### src/rtl/circuit_tester_pkg.sv
// Shared types and defaults for the exhaustive combinational circuit tester.
package circuit_tester_pkg;

    localparam int unsigned DefaultNIn          = 3;
    localparam int unsigned DefaultSettleCycles = 2;
    localparam int unsigned CntWidth            = 4;

    typedef enum logic [1:0] {
        StIdle   = 2'd0,
        StSettle = 2'd1,
        StSample = 2'd2,
        StDone   = 2'd3
    } state_e;

endpackage

### src/rtl/circuit_tester_settle_timer.sv
// Settle down-counter: loads a cycle count and reports when the current edge
// brings it to zero.
module settle_timer
    import circuit_tester_pkg::*;
(
    input  logic                clk,
    input  logic                rst,
    input  logic                load,
    input  logic [CntWidth-1:0] load_value,
    output logic                expired
);

    logic [CntWidth-1:0] count_q;

    // Load has priority; otherwise count down and park at zero.
    always_ff @(posedge clk or posedge rst) begin
        if (rst) begin
            count_q <= '0;
        end else if (load) begin
            count_q <= load_value;
        end else if (count_q != '0) begin
            count_q <= count_q - CntWidth'(1);
        end
    end

    // High when the coming edge takes the count to zero.
    always_comb begin
        expired = (count_q <= CntWidth'(1));
    end

endmodule

### src/rtl/circuit_tester.sv
// Exhaustive truth-table tester: walks every input vector, lets the external
// combinational DUT settle, samples its output and compares with a golden table.
module circuit_tester
    import circuit_tester_pkg::*;
#(
    parameter int unsigned SETTLE_CYCLES = DefaultSettleCycles,
    parameter int unsigned N_IN          = DefaultNIn
) (
    input  logic                 clk,
    input  logic                 rst,
    input  logic                 start,
    input  logic [2**N_IN-1:0]   expected,
    output logic [N_IN-1:0]      dut_in,
    input  logic                 dut_f,
    output logic                 busy,
    output logic                 done,
    output logic                 pass,
    output logic [2**N_IN-1:0]   captured,
    output logic                 fail_valid,
    output logic [N_IN-1:0]      fail_index
);

    localparam int unsigned         NVec       = 2 ** N_IN;
    localparam logic [N_IN-1:0]     LastVec    = N_IN'(NVec - 1);
    localparam logic [N_IN-1:0]     OneVec     = N_IN'(1);
    localparam logic [CntWidth-1:0] SettleLoad = CntWidth'(SETTLE_CYCLES);
    // With no settle time every vector goes straight to sampling.
    localparam state_e              AfterLoad  = (SETTLE_CYCLES == 0) ? StSample : StSettle;

    state_e          state_q;
    logic [NVec-1:0] expected_q;
    logic            load;
    logic            expired;

    settle_timer u_settle_timer (
        .clk        (clk),
        .rst        (rst),
        .load       (load),
        .load_value (SettleLoad),
        .expired    (expired)
    );

    // Reload the settle time at sweep start and on every vector advance.
    always_comb begin
        load = 1'b0;
        if (state_q == StIdle && start) begin
            load = 1'b1;
        end
        if (state_q == StSample && dut_in != LastVec) begin
            load = 1'b1;
        end
    end

    // Sweep FSM with vector register, capture/compare and registered outputs.
    always_ff @(posedge clk or posedge rst) begin
        if (rst) begin
            state_q    <= StIdle;
            expected_q <= '0;
            dut_in     <= '0;
            busy       <= 1'b0;
            done       <= 1'b0;
            pass       <= 1'b0;
            captured   <= '0;
            fail_valid <= 1'b0;
            fail_index <= '0;
        end else begin
            done <= 1'b0;
            unique case (state_q)
                StIdle: begin
                    if (start) begin
                        expected_q <= expected;
                        captured   <= '0;
                        pass       <= 1'b0;
                        fail_valid <= 1'b0;
                        fail_index <= '0;
                        dut_in     <= '0;
                        busy       <= 1'b1;
                        state_q    <= AfterLoad;
                    end
                end
                StSettle: begin
                    if (expired) begin
                        state_q <= StSample;
                    end
                end
                StSample: begin
                    captured[dut_in] <= dut_f;
                    // Only the first mismatch of a sweep is recorded.
                    if (dut_f != expected_q[dut_in] && !fail_valid) begin
                        fail_valid <= 1'b1;
                        fail_index <= dut_in;
                    end
                    if (dut_in == LastVec) begin
                        dut_in  <= '0;
                        state_q <= StDone;
                    end else begin
                        dut_in  <= dut_in + OneVec;
                        state_q <= AfterLoad;
                    end
                end
                StDone: begin
                    // captured is complete here, so the verdict is taken now.
                    busy    <= 1'b0;
                    done    <= 1'b1;
                    pass    <= (captured == expected_q);
                    state_q <= StIdle;
                end
                default: begin
                    state_q <= StIdle;
                end
            endcase
        end
    end

endmodule

### config.mk
export PLATFORM = sky130hd
export DESIGN_NAME = circuit_tester
export DESIGN_NICKNAME = d
export VERILOG_FILES = /design/src/rtl/circuit_tester_pkg.sv /design/src/rtl/circuit_tester_settle_timer.sv /design/src/rtl/circuit_tester.sv
export SDC_FILE = /design/constraint.sdc
export NUM_CORES = 1
export LEC_CHECK = 0
export CORE_ASPECT_RATIO = 0.8
export CORE_MARGIN = 2
export CORE_UTILIZATION = 55
export DETAILED_ROUTE_END_ITERATION = 16
export GPL_TIMING_DRIVEN = 0
export HOLD_SLACK_MARGIN = 0.03
export PLACE_DENSITY = 0.83
export SYNTH_ARGS = -nofsm -noshare
export SYNTH_HDL_FRONTEND = slang
export SYNTH_SLANG_ARGS = --single-unit
### constraint.sdc
create_clock -name clk -period 4.25 [get_ports clk]
set_input_delay 0.6375 -clock clk [delete_from_list [all_inputs] [get_ports clk]]
set_output_delay 0.6375 -clock clk [all_outputs]
set_load 0.1 [all_outputs]
; Word-level counts from Yosys, hierarchy flattened
; Index checks and enable logic that the tools add are counted.
[totals]
reg_bits = 32
output_inout_bits = 18
[classes]
n_eq_ne = 10
addsub = 2
mux = 27
order_cmp = 3
reduce_logical = 15
[ops]
columns = op, n
row1 = case mux 8 bit (2 select lines), 1
row2 = case mux 3 bit (2 select lines), 2
row3 = 2-to-1 mux 3 bit, 3
row4 = bitwise mux 8 bit, 1
row5 = == test 8 bit, 1
row6 = 2-to-1 mux 1 bit, 8
row7 = 2-to-1 mux 4 bit, 2
row8 = 2-to-1 mux 8 bit, 1
row9 = case mux 2 bit (4 select lines), 1
row10 = AND reduction 2 bit, 4
row11 = 2-to-1 mux 2 bit, 3
row12 = case mux 1 bit (2 select lines), 3
row13 = nonzero test 2 bit, 3
row14 = == test 2 bit (second input constant), 2
row15 = less-or-equal comparator 4 x 1 -> 1 bit (second input constant), 1
row16 = logical AND 1 bit, 4
row17 = < comparator 3 x 4 -> 1 bit (second input constant), 1
row18 = != test 2 bit (second input constant), 2
row19 = nonzero test 4 bit, 1
row20 = subtractor 4 x 1 -> 4 bit (second input constant), 1
row21 = adder 3 x 1 -> 3 bit (second input constant), 1
row22 = binary-select mux 1 bit (select 3 bit), 1
row23 = demux 1 bit (select 3 bit), 1
row24 = == test 3 bit (second input constant), 1
row25 = 8 further kinds, 8

; Depth between registers and ports, before layout
; Gate-level depths: netlist of the first run.
[logic_depth]
depth_word = 6
ltp_mapped = 6
mapped_depth_nobuf = 6

; By module
; From an unflattened synthesis of the first run, not the netlist that was laid out.
[unflattened]
hier_cells = 146
hier_area_um2 = 1611.5
[modules_own_cells]
columns = module, seq_area_each_um2, cells_per_inst, area_per_inst_um2, n_inst
row1 = circuit_tester, 700.7, 120, 1356.3, 1
row2 = settle_timer, 100.1, 26, 255.2, 1

; Least setup slack after synthesis of the first run
; Ideal clock, no wire load.
[synth_path]
kind = register -> register
from = reg dut_in[2]
to = reg fail_index[0]
setup_slack_ps = 1982
n_path_buf = 1
t_arrival_ps = 2188
setup_time_ps = 80
path_stages_with_launch = 6
period_less_slack_ps = 2268
path_cell_list = dfrtp_1 -> buf_2 -> inv_2 -> mux4_2 -> mux2i_4 -> mux2i_1
[synth_between]
elab_chain_len = 6
[synth_rtl]
columns = element, line_no
row1 = "start, declared", circuit_tester.sv:13  ; output logic [N_IN-1:0] dut_in,
row2 = "start signal, assigned", circuit_tester.sv:97  ; dut_in <= dut_in + OneVec;
row3 = binary-select mux 1 bit (select 3 bit), circuit_tester.sv:89  ; if (dut_f != expected_q[dut_in] && !fail_valid) begin
row4 = 2-to-1 mux 1 bit (not written as such), circuit_tester.sv:89
row5 = != test 1 bit, circuit_tester.sv:89
row6 = logical AND 1 bit, circuit_tester.sv:89
row7 = != test 2 x 1 -> 1 bit (no line), --
row8 = AND reduction 3 bit (no line), --
row9 = "end signal, assigned", circuit_tester.sv:91  ; fail_index <= dut_in;
row10 = "end, declared", circuit_tester.sv:20  ; output logic [N_IN-1:0] fail_index
; No other way between the ends. The select of a mux whose other input is x is not followed.
; A chain may end at the register's enable or synchronous reset.

; Worst setup path in the final report of the first run
[layout_path]
from = reg captured[6]
to = out captured[6]
[layout_rtl]
columns = element, line_no
row1 = "start, declared", circuit_tester.sv:18  ; output logic [2**N_IN-1:0] captured,
row2 = "start signal, assigned by index", circuit_tester.sv:87  ; captured[dut_in] <= dut_f;
; No word-level cell between the ends.

==> results.md, run 1 <==
* Most frequent cell after synthesis: dfrtp_1
* Final instance area at 2050 um^2
* Xor/xnor share of the synthesized area at 0.0491
* Adder-Cell Fraction of Synth Area at 0.0312
* Register area share after synthesis at 0.498
* Yosys top cell by area: dfrtp_1
* Flop-to-flop setup slack at 2.38 ns
* Starting Density at 0.581
* Num ports at 30
* Drt pass-1 iters at 4
* Max-slew headroom at 0.348
* Post-Synthesis Cells at 153
* Clock share of power at 0.186
* Net Sw Frac at 0.444
* Total Power at 1.42 mW
* WP buf/inv at 1
* Static leakage power at 0.956 nW
* Count of pins over their slew limit at 0
* Post-synthesis cell area at 1610 um^2
* CP endpoint kind: primary output
* Yosys cell types at 35
* Seq pwr share at 0.344
* Worst VDD drop at 472 uV
* Worst setup path startpoint: captured[6]
* Vias in the first global route at 1303
* Post-synth top cells: dfrtp_1, nand2_1, nor2_1, mux2i_1, nand3_1
* Switching pwr at 0.631 mW
* Via density at 5.53
* Area grow syn2layout at 27.6%
* CP peak stage delay at 1.15 ns
* CP Class: flip-flop to primary output
* Maxcap violations at 0
* TritonCTS clock tree: yes
* Placed Cells at 219
* Top cell family by delay on the critical path: buffers and inverters
* Compound-Gate Fraction of Synth Area at 0.0771
* Startpoint types: flip-flop
* Main synth FF type: dfrtp_1
* Sink Count at 32
* Vias at 1260
* Number of flops mapped to enable cells by yosys at 0
* Fill count at 193
* Hold Path Class: primary input to asynchronous set/reset pin
* Drc violations at 0
* Syn Area/Cell at 10.5 um^2
* F_max at 391 MHz
* Slowest CP cell: clkdlybuf4s50_1
* Htree depth at 2
* R2R depth at 5
* Initial antenna violation count at 0
* Chip height at 52.3 um
* Power Density at 694 nW/um^2
* Floorplan row count at 17
* Synthesized flop and latch total at 32
* Setup-failing EPs final at 0
* Post-CTS Resized at 0
* Die X at 64.4 um
* # port buffers at 28
* Iter 0 DRT Violations at 65
* Setup Fix Bufs, Post-CTS at 0
* Comb power frac at 0.470
* Clk_lat worst skew at 0.35 ns
* Largest family of logic cells by synthesized area: simple AND/OR/NAND/NOR gates
* Cts bufs inserted at 5
* Root Driver: clkbuf_4
* Synth Area in Simple Gates at 0.164
* Final period utilization at 0.603
* Minimum clock period at 2.56 ns
* Arr. time, crit path at 1.92 ns
* Crit path capture: captured[6]
* Congestion Overflow GR at 0
* Multi-input combinational cell area at 743 um^2
* Pint at 0.791 mW
* Placed Instance Area at 1930 um^2
* Clk buf depth at 2
* Crit Path Max Fanout at 3
* Largest net degree at the start of global routing at 33
* Post-synth net total at 169
* Finished Layout Cells at 228
* GPL Wtd Cong at 0.847
* Unrepaired setup endpoints after global routing: false
* Final Hold Viols at 0
* # diodes at 0
* Status: complete, no violations
* Final core utilization at 0.741
* Crit path required time at 3.61 ns
* Post-CTS Hold Buffers at 0
* Die ar. at 3370 um^2
* DR WL/cell at 15.6 um
* Worst slew pin tran at 0.976 ns
* FF+latch area at 801 um^2
* Ranking of synthesized cells by area: dfrtp_1, nand2_1, mux2i_1
* Post-synth ARST share at 1.00
* Clock skew after layout at 0.00954 ns
* Levels on crit path at 1
* Global-route wire length before repair at 6.00 mm
* FF-to-FF End: fail_index[2]
* Total Routing Usage GR at 0.240
* Final WL at 3.57 mm
* Setup TNS Final at 0 ns
* Post-DRT Antenna Nets at 0
* Final net count at 205
* Area of the core at 2770 um^2
* Post-detail-place hpwl at 2.61 mm
* Mux contribution to synthesized area at 0.142
* RR Startpoint: dut_in[1]
* YS warnings at 0
* Share of layout cells above drive strength 1 at 0.100
* Clock slew at reported path FFs at 0.10 ns
* Share of the synthesized area in the top cell type at 0.498
* Crit path cell chain: clkdlybuf4s50_1
[cells in the final DEF (no fill, tap or decap), types with 2 or more instances in the layout]
master,instances
o211ai_1,6
xnor2_1,4
buf_2,2
mux2_2,4
nand4_1,3
mux2i_1,7
clkbuf_8,2
dfrtp_1,32
clkbuf_4,5
ha_1,4
clkdlybuf4s50_1,28
xor2_1,5
nand2_1,26
mux2_1,6
nand3_1,7
nand2b_1,2
nor2_1,11
inv_1,5
o21ai_0,2
o311ai_0,2
nor3_1,3
a21oi_1,2
clkbuf_1,3
a22o_1,2
[worst reg2reg max path, stage by stage (launching register included)]
cell	delay, ns
dfrtp_1	0.39
clkbuf_1	0.37
inv_1	0.19
mux4_2	0.38
mux2i_4	0.26
mux2i_1	0.22
[area by class of cell]
cell class                      instances  share of cell area
Clock buffer                            7              0.0317
Sequential cell                        32               0.391
Tap cell                               38              0.0232
Inverter                                7              0.0128
Timing Repair Buffer                   29               0.147
Buffer                                  7              0.0177
Multi-Input combinational cell        107               0.363
Clock inverter                          1              0.0147
[through the flow]
| step | setup WS [ns] | hold WS (ns) |
|---|---|---|
| final | 1.69 | 0.470 |
| after global routing | 1.64 | 0.492 |
| after CTS | 1.70 | 0.516 |
| after detailed placement | 2.07 | 0.493 |
| after global placement | 2.08 | 0.459 |
| after floorplan | 1.98 | 0.500 |
[state kept, by name, indices dropped and copies added, names as in the netlist]
register / cells
captured: 8
done: 1
fail_index: 3
state_q: 2
fail_valid: 1
busy: 1
u_settle_timer.count_q: 4
expected_q: 8
pass: 1
dut_in: 3
[worst min path at each step]
stage,from,end,slack [ns],cells after the start
6_report,rst,expected_q[0],0.47,2
5_1_grt,rst,expected_q[0],0.49,2
4_1_cts,busy,busy,0.52,2
3_5_place_dp,busy,busy,0.49,2
3_3_place_gp,busy,busy,0.46,2
2_1_floorplan,u_settle_timer.count_q[1],u_settle_timer.count_q[1],0.50,2
[metal layers]
metal  vias up  GRT usage  share of wire
li1        600          -              -
met1       614      0.318           0.46
met2        37      0.380           0.46
met3         9     0.0624          0.065
met4         0     0.0957          0.016
met5         -          0              0
[logic make-up after synthesis]
kind of cell / count (synthesis)
and+or+nand+nor: 58
DFF: 32
muxes: 19
AOI/OAI and AO/OA: 17
buffers and inverters: 14
xor gates and xnor gates: 9
adders and majority gates: 4
[power by group through the flow]
stage          combinational [mW]  clock [mW]  sequential, mW
2_1_floorplan               0.316           0           0.681
3_3_place_gp                0.639           0           0.485
3_5_place_dp                0.666           0           0.494
4_1_cts                     0.666       0.265           0.489
5_1_grt                     0.722       0.279           0.503
6_report                    0.668       0.264           0.490
No activity file was read; power rests on OpenSTA's default activity.
==> inputs of run 2 (changes only) <==
--- a/config.mk
+++ b/config.mk
@@ -7,11 +7,11 @@
 export LEC_CHECK = 0
 export CORE_ASPECT_RATIO = 0.8
 export CORE_MARGIN = 2
-export CORE_UTILIZATION = 55
+export CORE_UTILIZATION = 46
 export DETAILED_ROUTE_END_ITERATION = 16
 export GPL_TIMING_DRIVEN = 0
 export HOLD_SLACK_MARGIN = 0.03
-export PLACE_DENSITY = 0.83
+export PLACE_DENSITY = 0.74
 export SYNTH_ARGS = -nofsm -noshare
 export SYNTH_HDL_FRONTEND = slang
 export SYNTH_SLANG_ARGS = --single-unit
==> constraint.sdc (replaced) <==
create_clock -name clk -period 2.2 [get_ports clk]
set_input_delay 0.33 -clock clk [delete_from_list [all_inputs] [get_ports clk]]
set_output_delay 0.33 -clock clk [all_outputs]
set_load 0.1 [all_outputs]
==> run 2 against run 1 <==
Routed wire length shrank 3.6%; critical path depth is the same; count of clock-buffer cells in the layout unchanged; clock skew is 0.0031 ns lower; utilization fell by 13 points; total power rose by 88%; critical endpoint is now captured[3]; largest cell class unchanged; largest power group unchanged; highest routed layer unchanged.
==> results.md, run 2 (synthesis results as in run 1) <==
* Worst VDD drop at 609 uV (+29%)
* Worst slew pin tran at 0.981 ns (+0.00541 ns)
* Total Power at 2.67 mW (+88%)
* Max-slew headroom at 0.344 (-0.00362)
* DR WL/cell at 14.8 um (-5.3%)
* Floorplan row count at 19 (+2)
* Top cell family by delay on the critical path: buffers and inverters
* R2R depth at 5 (unchanged)
* Hold_ws at 0.328 ns (-0.142 ns)
* Arr. time, crit path at 1.83 ns (-0.09 ns)
* Die X at 70.1 um (+8.8%)
* # port buffers at 28 (unchanged)
* Iter 0 DRT Violations at 55 (-15%)
* Hold Path Class: primary input to asynchronous set/reset pin
* CP peak stage delay at 1.15 ns (about the same)
* Multi-input combinational cell area at 743 um^2 (unchanged)
* Setup-failing EPs final at 0 (unchanged)
* Setup Fix Bufs, Post-CTS at 0 (unchanged)
* Drt pass-1 iters at 4 (unchanged)
* Switching pwr at 1.22 mW (+93%)
* Levels on crit path at 1 (unchanged)
* GRT met1 Usage at 0.271 (-0.0474)
* Comb power frac at 0.484 (+0.014)
* Clk buf depth at 2 (unchanged)
* Power Density at 1300 nW/um^2 (+87%)
* Placed Cells at 223 (+1.8%)
* Clock slew at reported path FFs at 0.07 ns (-0.03 ns)
* Global-route wire length before repair at 6.08 mm (+1.4%)
* Status: complete, no violations
* CP endpoint kind: primary output
* Largest net degree at the start of global routing at 33 (unchanged)
* Vias in the first global route at 1259 (-3.4%)
* Clock share of power at 0.162 (-0.024)
* Final WS setup at 0.0416 ns (-1.65 ns)
* Sink Count at 32 (unchanged)
* F_max at 463 MHz
* Num ports at 30 (unchanged)
* Startpoint types: flip-flop
* Most frequent cells in the layout: dfrtp_1, nand2_1, clkdlybuf4s50_1, nor2_1
* Total Routing Usage GR at 0.201 (-0.0391)
* Maxcap violations at 0 (unchanged)
* Clk_lat worst skew at 0.29 ns (-0.06 ns)
* Most common cell after layout, fill and taps aside: dfrtp_1
* Pre-CTS WS at 0.296 ns (-1.77 ns)
* Post-DRT Antenna Nets at 0 (unchanged)
* Grt met2 use at 0.298 (-0.0822)
* Post-detail-place hpwl at 2.53 mm (-2.8%)
* Count of pins over their slew limit at 0 (unchanged)
* Final net count at 205 (unchanged)
* Clock skew after layout at 0.00647 ns (-0.00307 ns)
* Finished Layout Cells at 232 (+1.8%)
* Static leakage power at 0.980 nW (+2.6%)
* Drc violations at 0 (unchanged)
* Setup TNS Final at 0 ns (unchanged)
* Congestion Overflow GR at 0 (unchanged)
* Initial antenna violation count at 0 (unchanged)
* Die ar. at 3980 um^2 (+18%)
* Chip height at 56.9 um (+8.6%)
* Post-CTS Resized at 0 (unchanged)
* # diodes at 0 (unchanged)
* Final WL at 3.44 mm (-3.6%)
* Crit path cell chain: clkdlybuf4s50_1
* Unrepaired setup endpoints after global routing: false
* Cts bufs inserted at 5 (unchanged)
* Area grow syn2layout at 28.0%
* Seq pwr share at 0.354 (+0.010)
* FF+latch area at 805 um^2 (+0.47%)
* Crit path required time at 1.87 ns (-1.74 ns)
* Top flop regs: captured x8, expected_q x8, u_settle_timer.count_q x4
* Slowest CP cell: clkdlybuf4s50_1
* Placed Instance Area at 1940 um^2 (+0.45%)
* Final core utilization at 0.609 (-0.132)
* GPL Wtd Cong at 0.818 (-3.3%)
* Htree depth at 2 (unchanged)
* Fill count at 281 (+46%)
* Minimum clock period at 2.16 ns
* Area of the core at 3380 um^2 (+22%)
* Vias at 1241 (-1.5%)
* Post-CTS Hold Buffers at 0 (unchanged)
* Via density at 5.35 (-3.2%)
* Crit Path Max Fanout at 3 (unchanged)
* Root Driver: clkbuf_8
* Net Sw Frac at 0.456 (+0.0123)
* TritonCTS clock tree: yes
* Starting Density at 0.476 (-0.105)
* GR Util met3 at 0.0682 (+0.00586)
* CP Class: flip-flop to primary output
* Grt peak-use layer: met2
* Final period utilization at 0.981
* Final instance area at 2060 um^2 (+0.37%)
* Final Hold Viols at 0 (unchanged)
* Share of layout cells above drive strength 1 at 0.105 (+0.00526)
* WP buf/inv at 1 (unchanged)
* Pint at 1.45 mW (+84%)
[run 2: cell types whose count changed in the layout (fill, tap and decap cells not counted), sizes merged]
cell and change:
clkinv +1, dlymetal6s2s +2, bufinv -1, clkdlybuf4s50 -2
[run 2: layout make-up]
cell class	count	share of cell area
clock inverter	1	0.00243
clock buffer	7	0.0371
inverter	7	0.0128
buffer	7	0.0176
multi-input combinational	107	0.361
tap	42	0.0255
sequential	32	0.391
timing repair buffer	29	0.152
[run 2: power groups by stage]
stage | Clock (mW) | Combinational (mW) | Sequential (mW)
floorplan | 0 | 0.609 | 1.32
global placement | 0 | 1.25 | 0.936
detailed placement | 0 | 1.29 | 0.954
CTS | 0.445 | 1.30 | 0.947
global route | 0.474 | 1.40 | 0.971
finish | 0.433 | 1.29 | 0.945
[run 2: worst paths after layout]
kind	from	to	slack [ns]
worst max-delay path	captured[3]	captured[3]	0.04
worst min-delay path	rst	pass	0.33
worst max register to register	dut_in[1]	fail_index[0]	0.32
worst min register to register	busy	busy	0.49
max in group asynchronous	rst	dut_in[0]	1.43
min in group clk	dut_f	captured[5]	0.44
[run 2: routing by layer]
layer,vias up,part of all wire
met5,-,0
met4,0,0.016
met3,8,0.062
met2,37,0.45
met1,592,0.47
li1,604,-
==> inputs of run 3 (changes only) <==
--- a/config.mk
+++ b/config.mk
@@ -7,11 +7,12 @@
 export LEC_CHECK = 0
 export CORE_ASPECT_RATIO = 0.8
 export CORE_MARGIN = 2
-export CORE_UTILIZATION = 46
+export CORE_UTILIZATION = 51
+export CTS_CLUSTER_DIAMETER = 50
 export DETAILED_ROUTE_END_ITERATION = 16
 export GPL_TIMING_DRIVEN = 0
 export HOLD_SLACK_MARGIN = 0.03
-export PLACE_DENSITY = 0.74
+export PLACE_DENSITY = 0.77
 export SYNTH_ARGS = -nofsm -noshare
 export SYNTH_HDL_FRONTEND = slang
 export SYNTH_SLANG_ARGS = --single-unit
==> constraint.sdc (replaced) <==
create_clock -name clk -period 2.4 [get_ports clk]
set_input_delay 0.36 -clock clk [delete_from_list [all_inputs] [get_ports clk]]
set_output_delay 0.36 -clock clk [all_outputs]
set_load 0.1 [all_outputs]
==> run 3 against run 2 <==
First-iteration DRC count grew 3.6%; die area decreased by 9.2%; register-to-register slack improved by 0.19 ns; design area fell by 1.2%; non-clock buffer count down 1; count of clock-buffer cells in the layout unchanged; clock skew fell by 0.0026 ns; critical endpoint unchanged; total power is 7.0% lower; sequential cell count unchanged; critical path type unchanged.
==> results.md, run 3 (synthesis results as in run 1) <==
* Hold_ws at 0.477 ns (+0.149 ns)
* Unrepaired setup endpoints after global routing: false
* # diodes at 0 (unchanged)
* Levels on crit path at 1 (unchanged)
* Crit Path Max Fanout at 3 (unchanged)
* Most common cell after layout, fill and taps aside: dfrtp_1
* Largest net degree at the start of global routing at 33 (unchanged)
* Seq pwr share at 0.350 (-0.004)
* Post-detail-place hpwl at 2.59 mm (+2.1%)
* Worst slew pin tran at 1.17 ns (+0.185 ns)
* Final Hold Viols at 0 (unchanged)
* CP Class: flip-flop to primary output
* Power Density at 1220 nW/um^2 (-5.9%)
* Congestion Overflow GR at 0 (unchanged)
* DR WL/cell at 15.4 um (+4.1%)
* Minimum clock period at 2.22 ns
* Share of layout cells above drive strength 1 at 0.0904 (-0.0148)
* Arr. time, crit path at 1.86 ns (+0.03 ns)
* R2R depth at 5 (unchanged)
* Drt pass-1 iters at 4 (unchanged)
* Final period utilization at 0.924
* Vias at 1236 (-0.40%)
* Area grow syn2layout at 26.6%
* Num ports at 30 (unchanged)
* GPL Wtd Cong at 0.870 (+6.4%)
* Clock skew after layout at 0.00388 ns (-0.00258 ns)
* Htree depth at 2 (unchanged)
* Switching pwr at 1.11 mW (-9.1%)
* Max-slew headroom at 0.222 (-0.122)
* F_max at 451 MHz
* Vias in the first global route at 1196 (-5.0%)
* Global-route wire length before repair at 5.63 mm (-7.4%)
* Startpoint types: flip-flop
* Final WL at 3.52 mm (+2.3%)
* Count of pins over their slew limit at 0 (unchanged)
* Floorplan row count at 18 (-1)
* RR Startpoint: dut_in[1]
* Sink Count at 32 (unchanged)
* Area of the core at 3040 um^2 (-9.9%)
* Total Power at 2.49 mW (-7.0%)
* Static leakage power at 0.949 nW (-3.2%)
* TritonCTS clock tree: yes
* Clk buf depth at 2 (unchanged)
* Setup-failing EPs final at 0 (unchanged)
* Cts bufs inserted at 5 (unchanged)
* Maxcap violations at 0 (unchanged)
* Post-CTS Hold Buffers at 0 (unchanged)
* Starting Density at 0.528 (+0.0525)
* Post-CTS Resized at 0 (unchanged)
* Crit path capture: captured[3]
* # port buffers at 28 (unchanged)
* Clock slew at reported path FFs at 0.06 ns (about the same)
* Initial antenna violation count at 0 (unchanged)
* Worst VDD drop at 777 uV (+28%)
* Chip height at 54.2 um (-4.7%)
* Final net count at 204 (-0.49%)
* Most frequent cells in the layout: dfrtp_1, clkdlybuf4s50_1, nand2_1, nor2_1
* Setup Fix Bufs, Post-CTS at 0 (unchanged)
* CP endpoint kind: primary output
* Top cell family by delay on the critical path: buffers and inverters
* Flop-to-flop setup slack at 0.51 ns (+0.19 ns)
* Post-DRT Antenna Nets at 0 (unchanged)
* Total Routing Usage GR at 0.218 (+0.0178)
* Worst setup path startpoint: captured[3]
* CP peak stage delay at 1.18 ns (+0.03 ns)
* Iter 0 DRT Violations at 57 (+3.6%)
* Root Driver: clkbuf_8
* Drc violations at 0 (unchanged)
* Clock share of power at 0.176 (+0.014)
* Clk_lat worst skew at 0.27 ns (-0.02 ns)
* Crit path cell chain: clkdlybuf4s50_1
* Status: complete, no violations
* Die X at 66.8 um (-4.7%)
* WP buf/inv at 1 (unchanged)
* Slowest CP cell: clkdlybuf4s50_1
* Comb power frac at 0.474 (-0.010)
* Hold Path Class: primary input to flip-flop
* Via density at 5.42 (+1.3%)
* Net Sw Frac at 0.445 (-0.0106)
* Setup TNS Final at 0 ns (unchanged)
* Die ar. at 3620 um^2 (-9.2%)
* Top flop regs: captured x8, expected_q x8, u_settle_timer.count_q x4
* FF-to-FF End: fail_index[0]
* Crit path required time at 2.04 ns (+0.17 ns)
* Pint at 1.38 mW (-5.1%)
[run 3: changes by cell type in the layout (fill, tap and decap cells not counted)]
| cell | before | now |
|---|---|---|
| buf_16 | 1 | 0 |
| clkbuf_1 | 5 | 3 |
| clkbuf_8 | 5 | 7 |
| clkdlybuf4s50_1 | 26 | 28 |
| clkinv_1 | 1 | 0 |
| clkinv_2 | 1 | 0 |
| dfrtp_1 | 29 | 32 |
| dfrtp_2 | 3 | 0 |
| dlymetal6s2s_1 | 2 | 0 |
| inv_1 | 5 | 6 |
[run 3: worst register-to-register path, cell delays in order (launching register included)]
cell	delay, ns
dfrtp_1	0.38
clkbuf_1	0.37
inv_1	0.19
mux4_2	0.38
mux2i_4	0.26
mux2i_1	0.23
[run 3: final cells by class]
class	count	area, um^2
multi-input cells	107	743
repair buffers	28	280
plain buffers	7	36.3
flip-flops and latches	32	801
fillers	228	1010
clock buffers	7	96.3
inverters	7	26.3
well taps	40	50.0
[run 3: per-stage QoR]
step,setup WS [ns],util,cell area [um^2],std cells
2_1_floorplan,0.132,-,1610,153
3_3_place_gp,0.517,0.637,1940,221
3_5_place_dp,0.473,0.637,1940,221
4_1_cts,0.170,0.669,2030,228
5_1_grt,0.140,0.669,2030,228
6_report,0.182,0.669,2030,228
[run 3: routing by layer]
metal / global-route usage / vias up / wire [um] / part of all wire
met1: 0.305 / 594 / 1620 / 0.46
li1: - / 599 / - / -
met3: 0.0565 / 4 / 229 / 0.065
met2: 0.340 / 39 / 1640 / 0.47
met4: 0.0612 / 0 / 30 / 0.0085
met5: 0 / - / 0 / 0
[run 3: how the worst min path moves through the flow]
stage	endpoint	startpoint	slack [ns]	cells past startpoint
after floorplan	busy	rst	0.48	1
after global placement	busy	busy	0.46	2
after detailed placement	busy	busy	0.49	2
after CTS	captured[0]	dut_f	0.47	3
after global routing	captured[0]	dut_f	0.49	3
final	captured[0]	dut_f	0.48	3
[run 3: power by group through the flow]
stage / registers, mW / logic (mW) / clock network, mW
after floorplan: 1.21 / 0.559 / 0
after global placement: 0.859 / 1.14 / 0
after detailed placement: 0.875 / 1.17 / 0
after CTS: 0.868 / 1.18 / 0.441
after global routing: 0.895 / 1.27 / 0.474
final: 0.870 / 1.18 / 0.438
